<file path="src/rtl/clock_enable_manager.sv">
// Per-channel divided clock enables with square-wave levels, wrap-aligned divisor reload,
// and a watchdog that pulses the DCM reset when lock is lost for too long.
module clock_enable_manager #(
   parameter int  CHANNELS    = 4,
   parameter int  CNT_WIDTH   = 8,
   parameter int  DEFAULT_DIV = 5,
   parameter int  WD_TIMEOUT  = 50000,
   parameter int  WD_PULSE    = 10,
   localparam int CH_W        = (CHANNELS > 1) ? $clog2(CHANNELS) : 1
) (
   input  logic                 input_clk,
   input  logic                 reset,
   input  logic [CHANNELS-1:0]  channel_enable,
   input  logic                 resync,
   input  logic                 div_valid,
   input  logic [CH_W-1:0]      div_ch,
   input  logic [CNT_WIDTH-1:0] div_value,
   output logic                 div_ready,
   input  logic                 dcm_locked_in,
   output logic [CHANNELS-1:0]  clk_en_out,
   output logic [CHANNELS-1:0]  clk_level_out,
   output logic                 dcm_reset_out,
   output logic [7:0]           wd_trips
);

   localparam int TMR_W = $clog2(WD_TIMEOUT + 1);
   localparam int PLS_W = (WD_PULSE > 1) ? $clog2(WD_PULSE) : 1;

   localparam logic [CNT_WIDTH-1:0] CNT_ONE   = CNT_WIDTH'(1);
   localparam logic [TMR_W-1:0]     TMR_ONE   = TMR_W'(1);
   localparam logic [TMR_W-1:0]     TMR_LAST  = TMR_W'(WD_TIMEOUT - 1);
   localparam logic [PLS_W-1:0]     PLS_ONE   = PLS_W'(1);
   localparam logic [PLS_W-1:0]     PLS_LAST  = PLS_W'(WD_PULSE - 1);

   typedef enum logic [1:0] {ST_LOCKED, ST_COUNTING, ST_PULSE} wd_state_t;

   logic [CNT_WIDTH-1:0] cnt      [CHANNELS];
   logic [CNT_WIDTH-1:0] div_reg  [CHANNELS];
   logic [CNT_WIDTH-1:0] last_cnt [CHANNELS];
   logic [CHANNELS-1:0]  wrap;

   logic                 pend_valid;
   logic [CH_W-1:0]      pend_ch;
   logic [CNT_WIDTH-1:0] pend_val;
   logic                 pend_in_range;
   logic                 pend_apply;

   wd_state_t            wd_state;
   logic [TMR_W-1:0]     timer;
   logic [PLS_W-1:0]     pulse_cnt;

   assign div_ready     = ~pend_valid;
   assign pend_in_range = 32'(pend_ch) < CHANNELS;

   // A divisor of 0 behaves as 1, so its last count is 0 as well.
   always_comb begin
      for (int i = 0; i < CHANNELS; i++) begin
         last_cnt[i] = (div_reg[i] == '0) ? '0 : div_reg[i] - CNT_ONE;
         wrap[i]     = channel_enable[i] && !resync && (cnt[i] == last_cnt[i]);
      end
   end

   always_comb begin
      // NOTE: default assignment first, so no path through this block leaves pend_apply unassigned (no latch).
      pend_apply = 1'b0;
      if (pend_valid)
         pend_apply = !pend_in_range || resync || !channel_enable[pend_ch] || wrap[pend_ch];
   end

   // NOTE: sequential state uses non-blocking assignments so every register sees pre-edge values.
   always_ff @(posedge input_clk) begin
      if (reset) begin
         for (int i = 0; i < CHANNELS; i++) begin
            cnt[i]     <= '0;
            // NOTE: the divisor array must be reset, since reset restores DEFAULT_DIV on every channel.
            div_reg[i] <= CNT_WIDTH'(DEFAULT_DIV);
         end
         clk_en_out    <= '0;
         clk_level_out <= '0;
         pend_valid    <= 1'b0;
         pend_ch       <= '0;
         pend_val      <= '0;
      end else begin
         for (int i = 0; i < CHANNELS; i++) begin
            if (!channel_enable[i] || resync) begin
               cnt[i]           <= '0;
               clk_en_out[i]    <= 1'b0;
               clk_level_out[i] <= 1'b0;
            end else begin
               cnt[i]           <= wrap[i] ? '0 : cnt[i] + CNT_ONE;
               clk_en_out[i]    <= wrap[i];
               clk_level_out[i] <= clk_level_out[i] ^ clk_en_out[i];
            end
         end
         // Pending divisor lands only at a period boundary; the slot frees the following cycle.
         if (pend_apply) begin
            pend_valid <= 1'b0;
            if (pend_in_range)
               div_reg[pend_ch] <= pend_val;
         end else if (div_valid && !pend_valid) begin
            pend_valid <= 1'b1;
            pend_ch    <= div_ch;
            pend_val   <= div_value;
         end
      end
   end

   always_ff @(posedge input_clk) begin
      if (reset) begin
         wd_state      <= ST_LOCKED;
         timer         <= '0;
         pulse_cnt     <= '0;
         dcm_reset_out <= 1'b0;
         wd_trips      <= '0;
      end else begin
         case (wd_state)
            ST_LOCKED: begin
               if (!dcm_locked_in)
                  wd_state <= ST_COUNTING;
            end
            ST_COUNTING: begin
               if (dcm_locked_in) begin
                  wd_state <= ST_LOCKED;
                  timer    <= '0;
               end else begin
                  timer <= timer + TMR_ONE;
                  if (timer == TMR_LAST) begin
                     wd_state      <= ST_PULSE;
                     pulse_cnt     <= '0;
                     dcm_reset_out <= 1'b1;
                     if (wd_trips != 8'hFF)
                        wd_trips <= wd_trips + 8'd1;
                  end
               end
            end
            ST_PULSE: begin
               if (pulse_cnt == PLS_LAST) begin
                  wd_state      <= ST_COUNTING;
                  timer         <= '0;
                  dcm_reset_out <= 1'b0;
               end else begin
                  pulse_cnt <= pulse_cnt + PLS_ONE;
               end
            end
            default: wd_state <= ST_LOCKED;
         endcase
      end
   end

endmodule

</file>
<file path="config.mk">
export PLATFORM = sky130hd
export DESIGN_NAME = clock_enable_manager
export DESIGN_NICKNAME = d
export VERILOG_FILES = /design/src/rtl/clock_enable_manager.sv
export SDC_FILE = /design/constraint.sdc
export NUM_CORES = 1
export LEC_CHECK = 0
export ABC_CLOCK_PERIOD_IN_PS = 9300
export BUFFER_PORTS_ARGS = -buffer_cell sky130_fd_sc_hd__buf_4
export CELL_PAD_IN_SITES_DETAIL_PLACEMENT = 1
export CELL_PAD_IN_SITES_GLOBAL_PLACEMENT = 1
export CORE_ASPECT_RATIO = 0.8
export CORE_MARGIN = 2
export CORE_UTILIZATION = 45
export DETAILED_ROUTE_END_ITERATION = 8
export GPL_TIMING_DRIVEN = 0
export HOLD_SLACK_MARGIN = 0.08
export PLACE_DENSITY = 0.77
export SYNTH_ARGS = -nofsm -noshare
export SYNTH_HDL_FRONTEND = slang
export SYNTH_SLANG_ARGS = --single-unit
export TNS_END_PERCENT = 1
</file>
<file path="constraint.sdc">
create_clock -name input_clk -period 9.3 [get_ports input_clk]
set_input_delay 0.93 -clock input_clk [delete_from_list [all_inputs] [get_ports input_clk]]
set_output_delay 0.93 -clock input_clk [all_outputs]
set_load 0.005 [all_outputs]
</file>
# Word-level counts from Yosys, hierarchy flattened
# Memories as Yosys holds them, arrays and structs flattened.
# Cells that the tools add are included.
# classes
n_addsub,11
magnitude_cmp,1
n_eq_ne,15
muxes,69
n_bitwise,15
reduce_logical,40
# op_table
op,n
8-bit two-way mux,17
8-bit by 1-bit adder with 8-bit output (second input constant),5
1-bit two-way mux,36
8-bit == test,4
8-bit logical NOT,4
16-bit two-way mux,2
16-bit one-hot mux with 2 select lines,1
8-bit by 1-bit subtractor with 8-bit output (second input constant),4
16-bit by 1-bit adder with 16-bit output (second input constant),1
16-bit == test (second input constant),1
4-bit two-way mux,3
4-bit AND reduction,3
2-bit two-way mux,5
2-bit inequality test (second input constant),5
2-bit OR reduction,5
1-bit logical AND,9
8-bit inequality test (second input constant),1
1-bit OR,8
4-bit one-hot mux with 2 select lines,1
8-bit OR reduction,1
1-bit logical NOT,7
1-bit logical OR,6
2-bit one-hot mux with 3 select lines,1
4-bit by 1-bit adder with 4-bit output (second input constant),1
other kinds (13),20
# word_totals
ff_bits,50
mem_bits_rw,64
in_bits,19
wordCells,169
memories,2
# mem_list
memory,depth,width,read_ports,rd_ports_with_merged_regs,write_ports,line_no,rtl
cnt,4,8,4,0,4,37,logic [CNT_WIDTH-1:0] cnt [CHANNELS];
div_reg,4,8,4,0,4,38,logic [CNT_WIDTH-1:0] div_reg [CHANNELS];

# Depth between registers and ports, before layout
# Gate-level depths: netlist (run 1).
# An unclocked memory read counts as a cell.
# depth
word_depth,14
depth_mapped,10

# Least setup slack after synthesis (run 1)
# Ideal clock, no wire load.
# synth_path
path_type,input-to-reg
from,memory div_reg[0][0]
to,"memory div_reg[0][0], enable pin"
setup_time_ps,398
arrival_ps,3358
t_required_ps,8902
slack_ps,5544
stages,10
n_path_buf,1
path_cell_list,edfxtp_1 clkbuf_1 inv_1 ha_1 nor4b_2 a22oi_1 o32a_1 or4_1 o31a_1 o41ai_1
# synth_lines
element,line_no
start: declaration,38

==> metrics.cfg, run 1 <==
[outcome]
status = finished, final reports clean

[cells_and_area]
num-fill-cells = 1736
final_net_count = 843
layout_common_cells = nor2_1, nand2_1, edfxtp_1
area_growth_pct = 18.4
stdcell_area_um2 = 7750
antennaDiodeCount = 0
drive_above_1_share_pct = 9.45
final_common_cell = nor2_1

[critical_path]
r2r_slack_ns = 5.09
cp_max_fo = 9
slowest_delay_ns = 0.96
cp-start-kind = flop
crit_chain = or3_1 -> clkbuf_1 -> o41a_1 -> or3_1 -> a211oi_1 -> nand4_1 -> a211o_1 -> o21ai_0
worstPathRequired_ns = 9.33
cp_data_arrival_time_ns = 4.24
reg2reg_from = div_reg[1][2]$_SDFFCE_PN1P_
crit_path_end_kind = flop
critPathTopFamily = compound AO/OA/AOI/OAI gates
critical_path_buf_inv_count = 1
rr_endpoint = div_reg[1][6]$_SDFFCE_PN0P_
criticalPathCategory = reg2reg
critPathSlowestCell = o21ai_0
crit_top_cell = or3_1
startpoint = div_reg[1][2]$_SDFFCE_PN1P_
worstRegToRegCells = 8

[yosys]
synth_top_area_cell = edfxtp_1
synthTopCellsByArea = edfxtp_1, dfxtp_1, nor2_1
synth_cells = 726
syn_avg_cell_area_um2 = 9.02
synthArstFlopShare_pct = 0
synth-warning-count = 0
synth.top_cell.area_share_pct = 29.4
ys_ff_latch = 114
yosysUniqueCellTypes = 74
ys_seq_area_share_pct = 44.7
synth_edf_count = 64
ys.flop_type = edfxtp_1
synthesis.area_um2 = 6550

[job]
max_cap_viol_count = 0

[timing]
drv_slew = 0
setup_violations = 0
fin_crit_ns = 4.21
clock_skew_ns = 0.00838
fin_setup_tns_ns = 0
worst_slew_pin_slew_ns = 1.19
finalCritPeriodShare_pct = 45.3
max_freq_mhz = 237
rsz0062_at_grt = false
slew-limit-headroom_pct = 19.7
finalHoldViolations = 0

[clock_network]
htreeDepth = 4
cts_inserted_buffers = 17
insertion_delay_ns = 0.42
ctsHoldBuffers = 0
cts_setup_buffers = 0
cts_tree = done
clk_path_buf_depth = 2
clk_pin_slew_ns = 0.06
clock-sinks = 114
root_buffer = clkbuf_16
cts_resized = 0

[drt]
wl_per_cell_um = 17.5
via_per_inst = 5.76
detail_route.first_pass.iterations = 5
dr.first_iter.drc_count = 301
antenna_left = 0
vias = 5814
wirelength_um = 17600
drcViolationCount = 0

[floorplanning]
die_x_um = 139
core_area_um2 = 14200
dieArea_um2 = 15500
fp.dieH_um = 112
ios = 37
fp-row-count = 39
start_util_pct = 45.9

[worst_hold_path]
hp-start = pend_val[5]$_SDFFE_PP0P_
min_to = pend_val[5]$_SDFFE_PP0P_
holdCritPathClass = reg2reg
hold_depth = 2

[global_routing]
antenna_found_initial = 0
grt_pass1_wl_um = 29600
overflow = 0
grt_usage_pct = 23.6
grt_max_degree = 17
grt_pass1_vias = 5906

[pwr]
power_density_nw_per_um2 = 168
ir_worst_vdd_v = 0.000132
p_leak_nw = 2.77

[placement]
gp_congestion = 0.838
placed_area_um2 = 7160
dp_hpwl_um = 13100
portBuffers = 36

-- worst max-delay path by stage --
stage | slack [ns] | endpoint | depth (start not counted)
floorplan | 5.54 | div_reg[0][0]$_SDFFCE_PN1P_ | 9
global placement | 5.05 | div_reg[0][1]$_SDFFCE_PN0P_ | 9
detailed placement | 4.80 | div_reg[0][2]$_SDFFCE_PN1P_ | 9
CTS | 4.81 | div_reg[0][2]$_SDFFCE_PN1P_ | 9
global route | 4.83 | div_reg[1][1]$_SDFFCE_PN0P_ | 9
finish | 5.09 | div_reg[1][6]$_SDFFCE_PN0P_ | 8
-- cells by family (layout without fill, tap and decap cells) --
logic type / count (synthesis) / count (layout) / share of synthesized area [%]
xor+xnor: 45 / 45 / 6.02
buf+inv: 49 / 117 / 2.92
other cells: 1 / 32 / 0.0573
simple gates: 356 / 356 / 27.9
compound gates: 143 / 143 / 15.0
flops: 114 / 114 / 44.7
fa+ha+maj: 12 / 12 / 2.29
mux: 6 / 6 / 1.13
-- power by group --
part / total (mW) / internal, mW / switching (mW)
logic: 0.105 / 0.0394 / 0.0655
clock network: 0.625 / 0.387 / 0.237
registers: 0.571 / 0.550 / 0.0210
-- final cells by class --
type,instances,area [um^2],area share [%]
tap,184,230,2.97
buffer,28,113,1.45
inverter,21,78.8,1.02
multi-input combinational,594,3550,45.9
clock buffer,22,507,6.54
clock inverter,10,70.1,0.905
timing repair buffer,36,270,3.49
sequential,114,2920,37.7
-- layer usage --
layer | wire [um] | track usage [%] | share of wire [%]
met2 | 8200 | 37.7 | 46
met3 | 743 | 5.55 | 4.2
met4 | 273 | 8.55 | 1.5
met5 | 0 | 0 | 0
met1 | 8430 | 31.6 | 48
-- Yosys cell counts (9+ instances only) --
cell	instances
a21oi_1	34
and2_1	9
and3_1	18
clkbuf_1	25
dfxtp_1	50
edfxtp_1	64
ha_1	12
inv_1	21
nand2_1	66
nand2b_1	9
nand3_1	37
nand4_1	13
nor2_1	101
nor2b_1	20
nor3_1	18
nor4_1	9
o21ai_0	31
or3_1	18
or4_1	9
xnor2_1	20
xor2_1	25
-- stage by stage --
step                      utilization (%)  total power [mW]  worst slack [ns]  cells  hold slack, ns
after global routing                 54.4              1.35              4.83   1009           0.503
after CTS                            54.3              1.31              4.81   1009           0.483
after detailed placement             50.3             0.683              4.80    977           0.475
after floorplan                         -             0.646              5.54    757           0.437
final                                54.4              1.30              5.09   1009           0.482
after global placement               50.3             0.677              5.05    977           0.461
-- tightest hold or removal path, delay by kind of cell (launching register included) --
family,cells,cell delay [ns]
DFF,1,0.32
and+or+nand+nor,1,0.06
AOI/OAI and AO/OA,1,0.06
(Power assumes the default switching activity.)
==> run 2: changes to the inputs <==
- ABC_CLOCK_PERIOD_IN_PS: 9300 -> 3900
- clock period: 9.3 -> 3.9 ns (I/O delays scaled with it)
==> run 2 against run 1 <==
- final area rose by 0.58%
- cell count unchanged
- core utilization is 0.32 points higher
- register-to-register slack worse by 5.0 ns
- die area stayed put
- wire length increased by 0.63%
- highest routed layer unchanged
- maximum frequency rose by 11%
- largest cell class unchanged
- sequential cell count unchanged
- sequential share of layout area shrank 0.22 points
- worst hold slack lost 0.26 ns
- via count fell by 0.14%
- count of clock-buffer cells in the layout did not move
==> metrics.cfg, run 2 (same netlist as run 1, synthesis figures left out) <==
[outcome]
status = finished, final reports clean

[drt]
antenna_left = 0
dr_wl_met3_um = 740
top_layer = met4
wl_met1_um = 8420
vias = 5806
via_per_inst = 5.75
dr.first_iter.drc_count = 277
wirelength_um = 17800
wl_met2_um = 8250
drcViolationCount = 0
wl_per_cell_um = 17.6
detail_route.first_pass.iterations = 6

[global_routing]
grt_pass1_wl_um = 29600
grt_max_degree = 17
overflow = 0
antenna_found_initial = 0
grt_pass1_vias = 5883
grt_usage_pct = 23.7

[placement]
dp.cells = 977
portBuffers = 36
gp_congestion = 0.838
pre_cts_slack_ns = -0.596
dp_hpwl_um = 13100

[worst_hold_path]
holdCritPathClass = in2reg

[pwr]
power_density_nw_per_um2 = 399
p_leak_nw = 2.77
ir_worst_vdd_v = 0.000322
p_total_mw = 3.11

[timing]
worst_slew_pin_slew_ns = 0.699
drv_slew = 0
fin_crit_ns = 3.79
clock_skew_ns = 0.00825
finalCritPeriodShare_pct = 97.1
slew-limit-headroom_pct = 52.7
fin_hold_ws_ns = 0.223
max_freq_mhz = 264
finalHoldViolations = 0
rsz0062_at_grt = true
setup_violations = 0
setup_ws_ns = 0.111

[cells_and_area]
final_common_cell = nor2_1
final_net_count = 843
stdcell_count = 1009
antennaDiodeCount = 0
area_growth_pct = 19.0
layout_common_cells = nor2_1, nand2_1, edfxtp_1
drive_above_1_share_pct = 10.1

[floorplanning]
dieArea_um2 = 15500
fp.dieH_um = 112
fp-row-count = 39
core_area_um2 = 14200
ios = 37
die_x_um = 139
start_util_pct = 45.9

[clock_network]
clock-sinks = 114
htreeDepth = 4
insertion_delay_ns = 0.43
cts_tree = done
cts_inserted_buffers = 17
root_buffer = clkbuf_16
clk_pin_slew_ns = 0.06
clk_path_buf_depth = 2
ctsHoldBuffers = 0

[critical_path]
crit_chain = inv_1 -> ha_2 -> or4b_4 -> o21a_1 -> or3_1 -> a222oi_1 -> o2111ai_2 -> o211a_1 -> buf_6 -> or4_1
cp_data_arrival_time_ns = 3.95
cp_max_fo = 9
critical_path_buf_inv_count = 2
criticalPathCategory = reg2reg
slowest_delay_ns = 0.52
critPathTopFamily = simple AND/OR/NAND/NOR gates
crit_path_end_kind = flop
worstPathRequired_ns = 4.06
critPathSlowestCell = or4b_4
cp-start-kind = flop

[job]
max_cap_viol_count = 0

==> run 2: final cells by class <==
cell class	count	area (um^2)
fillers	1721	6460
multi-input cells	594	3600
flip-flops and latches	114	2920
clock buffers	22	507
repair buffers	36	270
well taps	184	230
plain buffers	28	113
inverters	21	78.8
clock inverters	10	70.1
==> run 2: path summary, 6_finish.rpt <==
path / end / start / depth (start not counted) / slack (ns)
worst min-delay path: pend_val[4]$_SDFFE_PP0P_ / div_value[4] / 3 / 0.22
worst max register to register: div_reg[3][2]$_DFFE_PP_ / div_reg[3][0]$_DFFE_PP_ / 10 / 0.11
worst min register to register: pend_val[5]$_SDFFE_PP0P_ / pend_val[5]$_SDFFE_PP0P_ / 2 / 0.48
worst max-delay path: div_reg[3][2]$_DFFE_PP_ / div_reg[3][0]$_DFFE_PP_ / 10 / 0.11
==> run 2: routing by layer <==
metal | GRT usage, % | up-vias
li1 | - | 2837
met1 | 31.8 | 2806
met2 | 38.0 | 131
met3 | 5.25 | 32
met4 | 8.28 | 0
met5 | 0 | -
==> run 2: tightest hold or removal path, delay by kind of cell <==
kind                   cells  cell delay [ns]
buffers and inverters      1             0.11
and+or+nand+nor            1             0.05
AOI/OAI and AO/OA          1             0.05
==> run 2: stage by stage <==
stage	area [um^2]	util, %	TNS (ns)
floorplan	6660	-	0
global placement	7160	50.3	-3.92
detailed placement	7160	50.3	-5.94
CTS	7760	54.4	0
global route	7790	54.7	-0.0842
finish	7790	54.7	0
==> run 2: report_power, final <==
group	leakage (nW)	switching, mW	internal, mW	total (mW)
Clock	0.288	0.571	0.923	1.49
Combinational	1.44	0.160	0.0958	0.256
Sequential	1.04	0.0505	1.31	1.36
==> run 2: what timing repair did <==
item                                    CTS  global route
setup buffers                             0             0
pin swaps                                 0             1
endpoints found under the setup margin   16            33
resized for setup                         3             7
